--- src/rtl/fifo_mem_ctrl_if.sv ---
// Handshake and memory-port bundle between producer/consumer logic, the
// FIFO controller (master) and the dual-port FIFO memory (slave).
interface fifo_mem_ctrl_if #(
    parameter int ADDR_WIDTH = 8
);
    logic                  push;
    logic                  pop;
    logic [ADDR_WIDTH-1:0] wr_ptr;
    logic [ADDR_WIDTH-1:0] rd_ptr;
    logic                  write_enable;
    logic                  read_enable;
    logic                  data_valid;

    modport master (
        input  push, pop,
        output wr_ptr, rd_ptr, write_enable, read_enable, data_valid
    );

    modport slave (
        output push, pop,
        input  wr_ptr, rd_ptr, write_enable, read_enable, data_valid
    );
endinterface

--- src/rtl/fifo_mem_ctrl.sv ---
// Pointer/occupancy controller for a dual-port FIFO memory; carries no data.
// Define FIFO_ERR_STICKY_EN to hold overflow/underflow high until reset.
//
// state  | meaning
// INIT   | one cycle after reset release, latches thresholds, ignores push/pop
// EMPTY  | no entries stored
// NORMAL | between 1 and DEPTH-1 entries stored
// FULL   | DEPTH entries stored
module fifo_mem_ctrl #(
    parameter  int ADDR_WIDTH = 8,
    localparam int CNT_WIDTH  = ADDR_WIDTH + 1
) (
    input  logic                 clk,
    input  logic                 reset_L,
    fifo_mem_ctrl_if.master      bus,
    input  logic [CNT_WIDTH-1:0] almost_full_thr,
    input  logic [CNT_WIDTH-1:0] almost_empty_thr,
    output logic                 fifo_full,
    output logic                 fifo_empty,
    output logic                 almost_full,
    output logic                 almost_empty,
    output logic [CNT_WIDTH-1:0] fifo_count,
    output logic                 overflow,
    output logic                 underflow
);
    localparam logic [CNT_WIDTH-1:0] DEPTH_C = CNT_WIDTH'(1 << ADDR_WIDTH);

    typedef enum logic [1:0] {INIT, EMPTY, NORMAL, FULL} state_t;

    state_t                state;
    logic [ADDR_WIDTH-1:0] wr_ptr_q;
    logic [ADDR_WIDTH-1:0] rd_ptr_q;
    logic                  data_valid_q;
    logic [CNT_WIDTH-1:0]  af_thr_q;
    logic [CNT_WIDTH-1:0]  ae_thr_q;
    logic [CNT_WIDTH-1:0]  af_thr_use;
    logic [CNT_WIDTH-1:0]  ae_thr_use;
    logic [CNT_WIDTH-1:0]  count_nxt;
    logic                  push_ok;
    logic                  pop_ok;
    logic                  push_rej;
    logic                  pop_rej;
    logic                  in_init;

    assign in_init    = (state == INIT);
    assign fifo_empty = (state == INIT) || (state == EMPTY);
    assign fifo_full  = (state == FULL);

    assign push_ok  = bus.push & ~fifo_full & ~in_init;
    assign pop_ok   = bus.pop & ~fifo_empty;
    assign push_rej = bus.push & fifo_full;
    assign pop_rej  = bus.pop & fifo_empty & ~in_init;

    assign bus.write_enable = push_ok;
    assign bus.read_enable  = pop_ok;
    assign bus.wr_ptr       = wr_ptr_q;
    assign bus.rd_ptr       = rd_ptr_q;
    assign bus.data_valid   = data_valid_q;

    // The INIT-cycle flag update must see the thresholds being latched, not the stale registers.
    assign af_thr_use = in_init ? almost_full_thr : af_thr_q;
    assign ae_thr_use = in_init ? almost_empty_thr : ae_thr_q;

    always_comb begin
        count_nxt = fifo_count;
        if (push_ok && !pop_ok) begin
            count_nxt = fifo_count + CNT_WIDTH'(1);
        end else if (pop_ok && !push_ok) begin
            count_nxt = fifo_count - CNT_WIDTH'(1);
        end
    end

    always_ff @(posedge clk or negedge reset_L) begin
        if (!reset_L) begin
            state        <= INIT;
            wr_ptr_q     <= '0;
            rd_ptr_q     <= '0;
            fifo_count   <= '0;
            data_valid_q <= 1'b0;
            overflow     <= 1'b0;
            underflow    <= 1'b0;
            almost_full  <= 1'b0;
            almost_empty <= 1'b1;
            af_thr_q     <= '0;
            ae_thr_q     <= '0;
        end else begin
            wr_ptr_q     <= wr_ptr_q + ADDR_WIDTH'(push_ok);
            rd_ptr_q     <= rd_ptr_q + ADDR_WIDTH'(pop_ok);
            fifo_count   <= count_nxt;
            data_valid_q <= pop_ok;
            almost_full  <= (count_nxt >= af_thr_use);
            almost_empty <= (count_nxt <= ae_thr_use);
`ifdef FIFO_ERR_STICKY_EN
            overflow     <= overflow | push_rej;
            underflow    <= underflow | pop_rej;
`else
            overflow     <= push_rej;
            underflow    <= pop_rej;
`endif
            case (state)
                INIT: begin
                    af_thr_q <= almost_full_thr;
                    ae_thr_q <= almost_empty_thr;
                    state    <= EMPTY;
                end
                EMPTY: begin
                    if (push_ok) state <= NORMAL;
                end
                NORMAL: begin
                    if (pop_ok && !push_ok && fifo_count == CNT_WIDTH'(1)) begin
                        state <= EMPTY;
                    end else if (push_ok && !pop_ok && fifo_count == DEPTH_C - CNT_WIDTH'(1)) begin
                        state <= FULL;
                    end
                end
                FULL: begin
                    if (pop_ok) state <= NORMAL;
                end
                default: state <= INIT;
            endcase
        end
    end
endmodule

--- src/flat_wrapper.sv ---
// flat-port wrapper written by rule: the top's interface ports become plain ports
module fifo_mem_ctrl_flat 
#(
    parameter  int ADDR_WIDTH = 8,
    localparam int CNT_WIDTH  = ADDR_WIDTH + 1
)
  (clk, reset_L, almost_full_thr, almost_empty_thr, fifo_full, fifo_empty, almost_full, almost_empty, fifo_count, overflow, underflow, bus_push, bus_pop, bus_wr_ptr, bus_rd_ptr, bus_write_enable, bus_read_enable, bus_data_valid);
  fifo_mem_ctrl_if #(.ADDR_WIDTH(ADDR_WIDTH)) bus_i ();
  input  logic clk;
  input  logic reset_L;
  input  logic [CNT_WIDTH-1:0] almost_full_thr;
  input  logic [CNT_WIDTH-1:0] almost_empty_thr;
  output logic fifo_full;
  output logic fifo_empty;
  output logic almost_full;
  output logic almost_empty;
  output logic [CNT_WIDTH-1:0] fifo_count;
  output logic overflow;
  output logic underflow;
  input wire logic [$bits(bus_i.push)-1:0] bus_push;
  input wire logic [$bits(bus_i.pop)-1:0] bus_pop;
  output wire logic [$bits(bus_i.wr_ptr)-1:0] bus_wr_ptr;
  output wire logic [$bits(bus_i.rd_ptr)-1:0] bus_rd_ptr;
  output wire logic [$bits(bus_i.write_enable)-1:0] bus_write_enable;
  output wire logic [$bits(bus_i.read_enable)-1:0] bus_read_enable;
  output wire logic [$bits(bus_i.data_valid)-1:0] bus_data_valid;
  assign bus_i.push = bus_push;
  assign bus_i.pop = bus_pop;
  assign bus_wr_ptr = bus_i.wr_ptr;
  assign bus_rd_ptr = bus_i.rd_ptr;
  assign bus_write_enable = bus_i.write_enable;
  assign bus_read_enable = bus_i.read_enable;
  assign bus_data_valid = bus_i.data_valid;
  fifo_mem_ctrl #(.ADDR_WIDTH(ADDR_WIDTH)) u_core (.clk(clk), .reset_L(reset_L), .bus(bus_i), .almost_full_thr(almost_full_thr), .almost_empty_thr(almost_empty_thr), .fifo_full(fifo_full), .fifo_empty(fifo_empty), .almost_full(almost_full), .almost_empty(almost_empty), .fifo_count(fifo_count), .overflow(overflow), .underflow(underflow));
endmodule
--- config.mk ---
export PLATFORM = sky130hd
export DESIGN_NAME = fifo_mem_ctrl_flat
export DESIGN_NICKNAME = d
export VERILOG_FILES = /design/src/rtl/fifo_mem_ctrl_if.sv /design/src/rtl/fifo_mem_ctrl.sv /design/src/flat_wrapper.sv
export SDC_FILE = /design/constraint.sdc
export NUM_CORES = 1
export LEC_CHECK = 0
export ABC_CLOCK_PERIOD_IN_PS = 7800
export CAP_MARGIN = 5
export CORE_MARGIN = 5
export CORE_UTILIZATION = 40
export DETAILED_ROUTE_END_ITERATION = 6
export PLACE_DENSITY = 0.62
export SKIP_CTS_REPAIR_TIMING = 1
export SLEW_MARGIN = 30
export SYNTH_ARGS = -nofsm -noshare
export SYNTH_HDL_FRONTEND = slang
export SYNTH_SLANG_ARGS = --single-unit
export TNS_END_PERCENT = 5
--- constraint.sdc ---
create_clock -name clk -period 7.8 [get_ports clk]
set_clock_uncertainty 0.15 [all_clocks]
set_input_delay 1.56 -clock clk [delete_from_list [all_inputs] [get_ports clk]]
set_output_delay 1.56 -clock clk [all_outputs]
set_load 0.01 [all_outputs]
# After elaboration in Yosys (flattened, before gate mapping)
# Cells that the tools add are included.
# word_totals
in_bits,22
out_inout_bits,34
ff_bits,50
wordCells,52
# classes
eq_ne,8
order_cmp,2
bitwise,9
n_reduce_logical,9
n_mux,9
add_sub_neg,4
# op_table
op,n
$mux 9,4
$add 8x1->8,2
$add 9x1->9 const B,1
$eq 9x1->1 const B,1
$eq 9x8->1 const B,1
$ge 9x9->1,1
$le 9x9->1,1
$sub 9x1->9 const B,1
$mux 2,4
$pmux 2 s4,1
$and 1x1->1,6
$eq 2x2->1 const B,2
$logic_and 1x1->1,4
$ne 3x1->1 const B,1
$not 1->1,3
$reduce_and 3->1,1
$eq 2x1->1 const B,1
$logic_not 1->1,2
$logic_not 2->1,1
$ne 2x1->1 const B,1
$ne 2x2->1 const B,1
$logic_or 1x1->1,1

# Depth between registers and ports, before layout
# depth
depth_word,10
mapped_depth,14

# Worst setup path after synthesis
# No wires, ideal clock.
# synth_timing
kind,input-to-reg
from,input port bus_push
to,register u_core.almost_empty
arrival_time_ns,3.609
n_path_buf,0
cell_stages,10
setup_ns,0.079
path_slack_ns,3.962
cell_sequence,nor2b_4 -> or4_4 -> or4_4 -> o21ai_0 -> xor2_1 -> ha_1 -> o21a_1 -> nor2_1 -> a211oi_1 -> o21ai_0
# synth_via
elab_chain_cells,7
# synth_rtl
item,line_no,text
start: declaration,flat_wrapper.sv:20,input wire logic [$bits(bus_i.push)-1:0] bus_push;
$and 1x1->1 * (2 in series),fifo_mem_ctrl.sv:49,assign push_ok = bus.push & ~fifo_full & ~in_init;
$logic_not 1->1,fifo_mem_ctrl.sv:68,end else if (pop_ok && !push_ok) begin
$logic_and 1x1->1,fifo_mem_ctrl.sv:68,
$mux 9,fifo_mem_ctrl.sv:68,
$mux 9 *,fifo_mem_ctrl.sv:66,if (push_ok && !pop_ok) begin
named net u_core.count_nxt[5],fifo_mem_ctrl.sv:38,logic [CNT_WIDTH-1:0] count_nxt;
$le 9x9->1 *,fifo_mem_ctrl.sv:92,almost_empty <= (count_nxt <= ae_thr_use);
end signal: assignment,fifo_mem_ctrl.sv:92,
end: declaration,fifo_mem_ctrl.sv:21,"output logic almost_empty,"
# The timed path passes the listed nets; every way through them passes the cells marked *.
# A chain may end at the register's enable or synchronous reset.

# Final worst setup path
# layout_timing
from,input port bus_push
to,output port bus_write_enable
# layout_via
elab_chain_cells,2
# layout_rtl
item,line_no,text
$and 1x1->1 (2 in series),fifo_mem_ctrl.sv:49,
end: declaration,flat_wrapper.sv:24,output wire logic [$bits(bus_i.write_enable)-1:0] bus_write_enable;
# Every way passes these cells.

==> metrics.md <==
| Metric | Value |
|---|---|
| Hold depth | `1` |
| Drt wl/cell | `13.9 um` |
| Drt via density | `4.93` |
| Number of synthesized register bits | `50` |
| CP Launch Type | `primary input` |
| Row count | `29` |
| Leakage | `1.52 nW` |
| Post-Place Cell Area | `3210 um^2` |
| First DRT Iteration DRCs | `54` |
| Syn_nets | `276` |
| Mapped Area | `2570 um^2` |
| Clock sink count | `50` |
| Slew margin rel. | `59.2%` |
| Port bufs | `55` |
| Global placement routability congestion | `0.832` |
| Critical R2R Launch | `u_core.state[0]` |
| R2R depth | `11` |
| Post-synth EDFFs | `0` |
| Hold Path End | `u_core.bus.wr_ptr[7]` |
| Final setup viols | `0` |
| Share of the synthesized area in the top cell type | `47.7%` |
| HP Class | `reg -> reg` |
| DRC errors left | `0` |
| Total of max-cap violations | `0` |
| Post-route cell area | `3320 um^2` |
| Vias in the first global route | `1,832` |
| Pin count of the biggest net entering global routing | `51` |
| Internal | `844 uW` |
| RSZ-0062 raised after global routing | `no` |
| Fmax | `0.210 GHz` |
| HP Start | `u_core.bus.wr_ptr[7]` |
| Count leader, synth | `dfrtp_1` |
| M2 GR Usage | `20.7%` |
| Final ANT Viol Nets | `0` |
| Synth Warn # | `0` |
| Die Y | `90.2 um` |
| Register area share after synthesis | `48.7%` |
| Worst endpoint required time | `6.09 ns` |
| # diodes | `0` |
| Yosys top cell by area | `dfrtp_1` |
| DIE AREA | `8130 um^2` |
| Die width | `90.2 um` |
| Mean Syn Cell Area | `11.2 um^2` |
| Post-Syn Instances | `229` |
| Final setup margin | `3.03 ns` |
| CP max FO | `7` |
| CTS tree | `done` |
| Fin Setup TNS | `0 ns` |
| Sequential share of power | `34.4%` |
| Worst Tran Pin Value | `0.611 ns` |
| CP most frequent cell | `clkdlybuf4s50_1` |
| FF-to-FF setup slack | `4.59 ns` |
| Clock buffer depth | `2` |
| Clock group share of total power | `13.2%` |
| Slew Viols, Final | `0` |
| Htree depth | `2` |
| Global-route track usage on met1 | `17.9%` |
| Via count | `1,814` |
| Hold Vio Cnt, Final | `0` |
| Top cells by area, synth | `dfrtp_1, ha_1, mux2i_1, xnor2_1, inv_1` |
| Crit share post-route | `61.2%` |
| Hpwl dp | `3930 um` |
| Ys flop type | `dfrtp_1` |
| Worst Path Arrival | `3.06 ns` |
| Worst skew pair latency | `0.30 ns` |
| Synth top cells by count | `dfrtp_1, ha_1, inv_1` |
| Nets | `337` |
| Initial Utilization | `40.7%` |
| Total I/O pin count | `56` |
| Antenna violations before repair | `0` |
| Clk slew on worst S/H paths | `0.09 ns` |
| Peak supply drop | `0.000183 V` |
| CP Cell Sequence | `clkdlybuf4s50_1 -> o21ai_0 -> inv_1 -> clkdlybuf4s50_1` |
| Reg2reg end | `u_core.almost_full` |
| DR pass1 iterations | `4` |
| Comb power frac | `52.4%` |
| Share of cells above drive strength 1 | `8.59%` |
| Buffers & Inverters on Critical Path | `3` |
| Dpl ws | `3.03 ns` |
| CTS Buf Count | `5` |
| GR Overflow Total | `0` |
| CP Class | `in -> out` |
| First-pass GRT wire length | `8780 um` |
| Final min period | `4.77 ns` |
| Pwr/cell area | `417 nW/um^2` |
| Synth-to-layout area growth | `29.1%` |
| Grt met3 use | `2.67%` |
| Top Usage Layer GRT | `met2` |
| Net switching power | `540 uW` |
| Core region area | `6310 um^2` |
| Slowest CP cell | `clkdlybuf4s50_1` |
| Count of cell types in the netlist | `44` |
| Critical Path Max Stage Delay | `0.59 ns` |
| Type of element capturing the critical path | `primary output` |
| Final wirelength | `5120 um` |
| GRT Util Overall | `13.1%` |
| Kind of cell adding the most delay to the critical path | `buffers and inverters` |
| Status | `complete, no violations` |
| Clk Tree Root Cell | `clkbuf_8` |
| Asr flop ratio synth | `100%` |
| Switching fraction of total power | `39.0%` |
==> worst register-to-register path, cell delays in order (launching register included) <==
cell and delay, ns:
dfrtp_1 0.50, nor2b_1 0.22, o21ai_0 0.30, inv_1 0.15, o21ai_0 0.26, xor2_1 0.31
ha_1 0.30, a41o_1 0.23, a211o_1 0.30, a21oi_1 0.15, maj3_1 0.18, o21ai_1 0.05
==> final cells by class <==
| class | count | area [um^2] |
|---|---|---|
| clock buffer | 6 | 72.6 |
| inverter | 24 | 90.1 |
| multi-input combinational | 152 | 1210 |
| timing repair buffer | 57 | 561 |
| sequential | 50 | 1250 |
| clock inverter | 2 | 37.5 |
| fill | 594 | 3000 |
| tap | 77 | 96.3 |
==> power by group through the flow <==
stage               Clock (mW)  Sequential (mW)  Combinational [mW]
CTS                      0.189            0.479               0.742
detailed placement           0            0.484               0.737
global placement             0            0.482               0.723
finish                   0.182            0.477               0.725
floorplan                    0            0.485               0.453
global route             0.201            0.498               0.830
==> state kept, by name, summed over array words and instances, names as in the netlist <==
name and cells:
u_core.ae_thr_q 9, u_core.fifo_count 9, u_core.af_thr_q 9, u_core.bus.data_valid 1, u_core.bus.rd_ptr 8, u_core.almost_full 1, u_core.almost_empty 1, u_core.state 2
u_core.overflow 1, u_core.bus.wr_ptr 8, u_core.underflow 1
==> worst max-delay path by stage <==
stage                   from                  end  slack (ns)  cells after the start
floorplan           bus_push  u_core.almost_empty        3.96                     10
global placement    bus_push     bus_write_enable        3.05                      4
detailed placement  bus_push     bus_write_enable        3.03                      4
CTS                 bus_push     bus_write_enable        3.01                      4
global route        bus_push     bus_write_enable        2.94                      4
finish              bus_push     bus_write_enable        3.03                      4
==> metrics by stage <==
stage	util [%]	cells	hold slack [ns]	power (mW)
2_1_floorplan	-	229	0.303	0.938
3_3_place_gp	50.8	360	0.311	1.21
3_5_place_dp	50.8	360	0.315	1.22
4_1_cts	52.5	368	0.328	1.41
5_1_grt	52.5	368	0.354	1.53
6_report	52.5	368	0.319	1.38
==> cells in the final DEF (no fill, tap or decap), types with 3 or more instances in the layout <==
master and n:
clkdlybuf4s50_1 54, dfrtp_1 49, ha_1 25, inv_1 24, mux2i_1 13, xnor2_1 12
nor2_1 10, nand2_1 10, nand3_1 9, o21ai_0 9, xor2_1 9, mux2_2 5
a21oi_1 5, clkbuf_8 5, nor2b_1 4, nand4_1 4, a22oi_1 3, and3_1 3
o21a_1 3
==> logic make-up after synthesis <==
family	count (synthesis)	synth area share [%]
fa+ha+maj	26	12.6
mux	18	7.25
buf+inv	27	4.28
compound gates	30	7.55
xor+xnor	21	7.16
simple gates	57	12.5
flops	50	48.7
==> per-layer routing <==
metal	up-vias	part of all wire (%)
met2	34	47
li1	911	-
met4	0	1.2
met1	862	47
met3	7	4.4
met5	-	0
No activity file was read; power rests on OpenSTA's default activity.
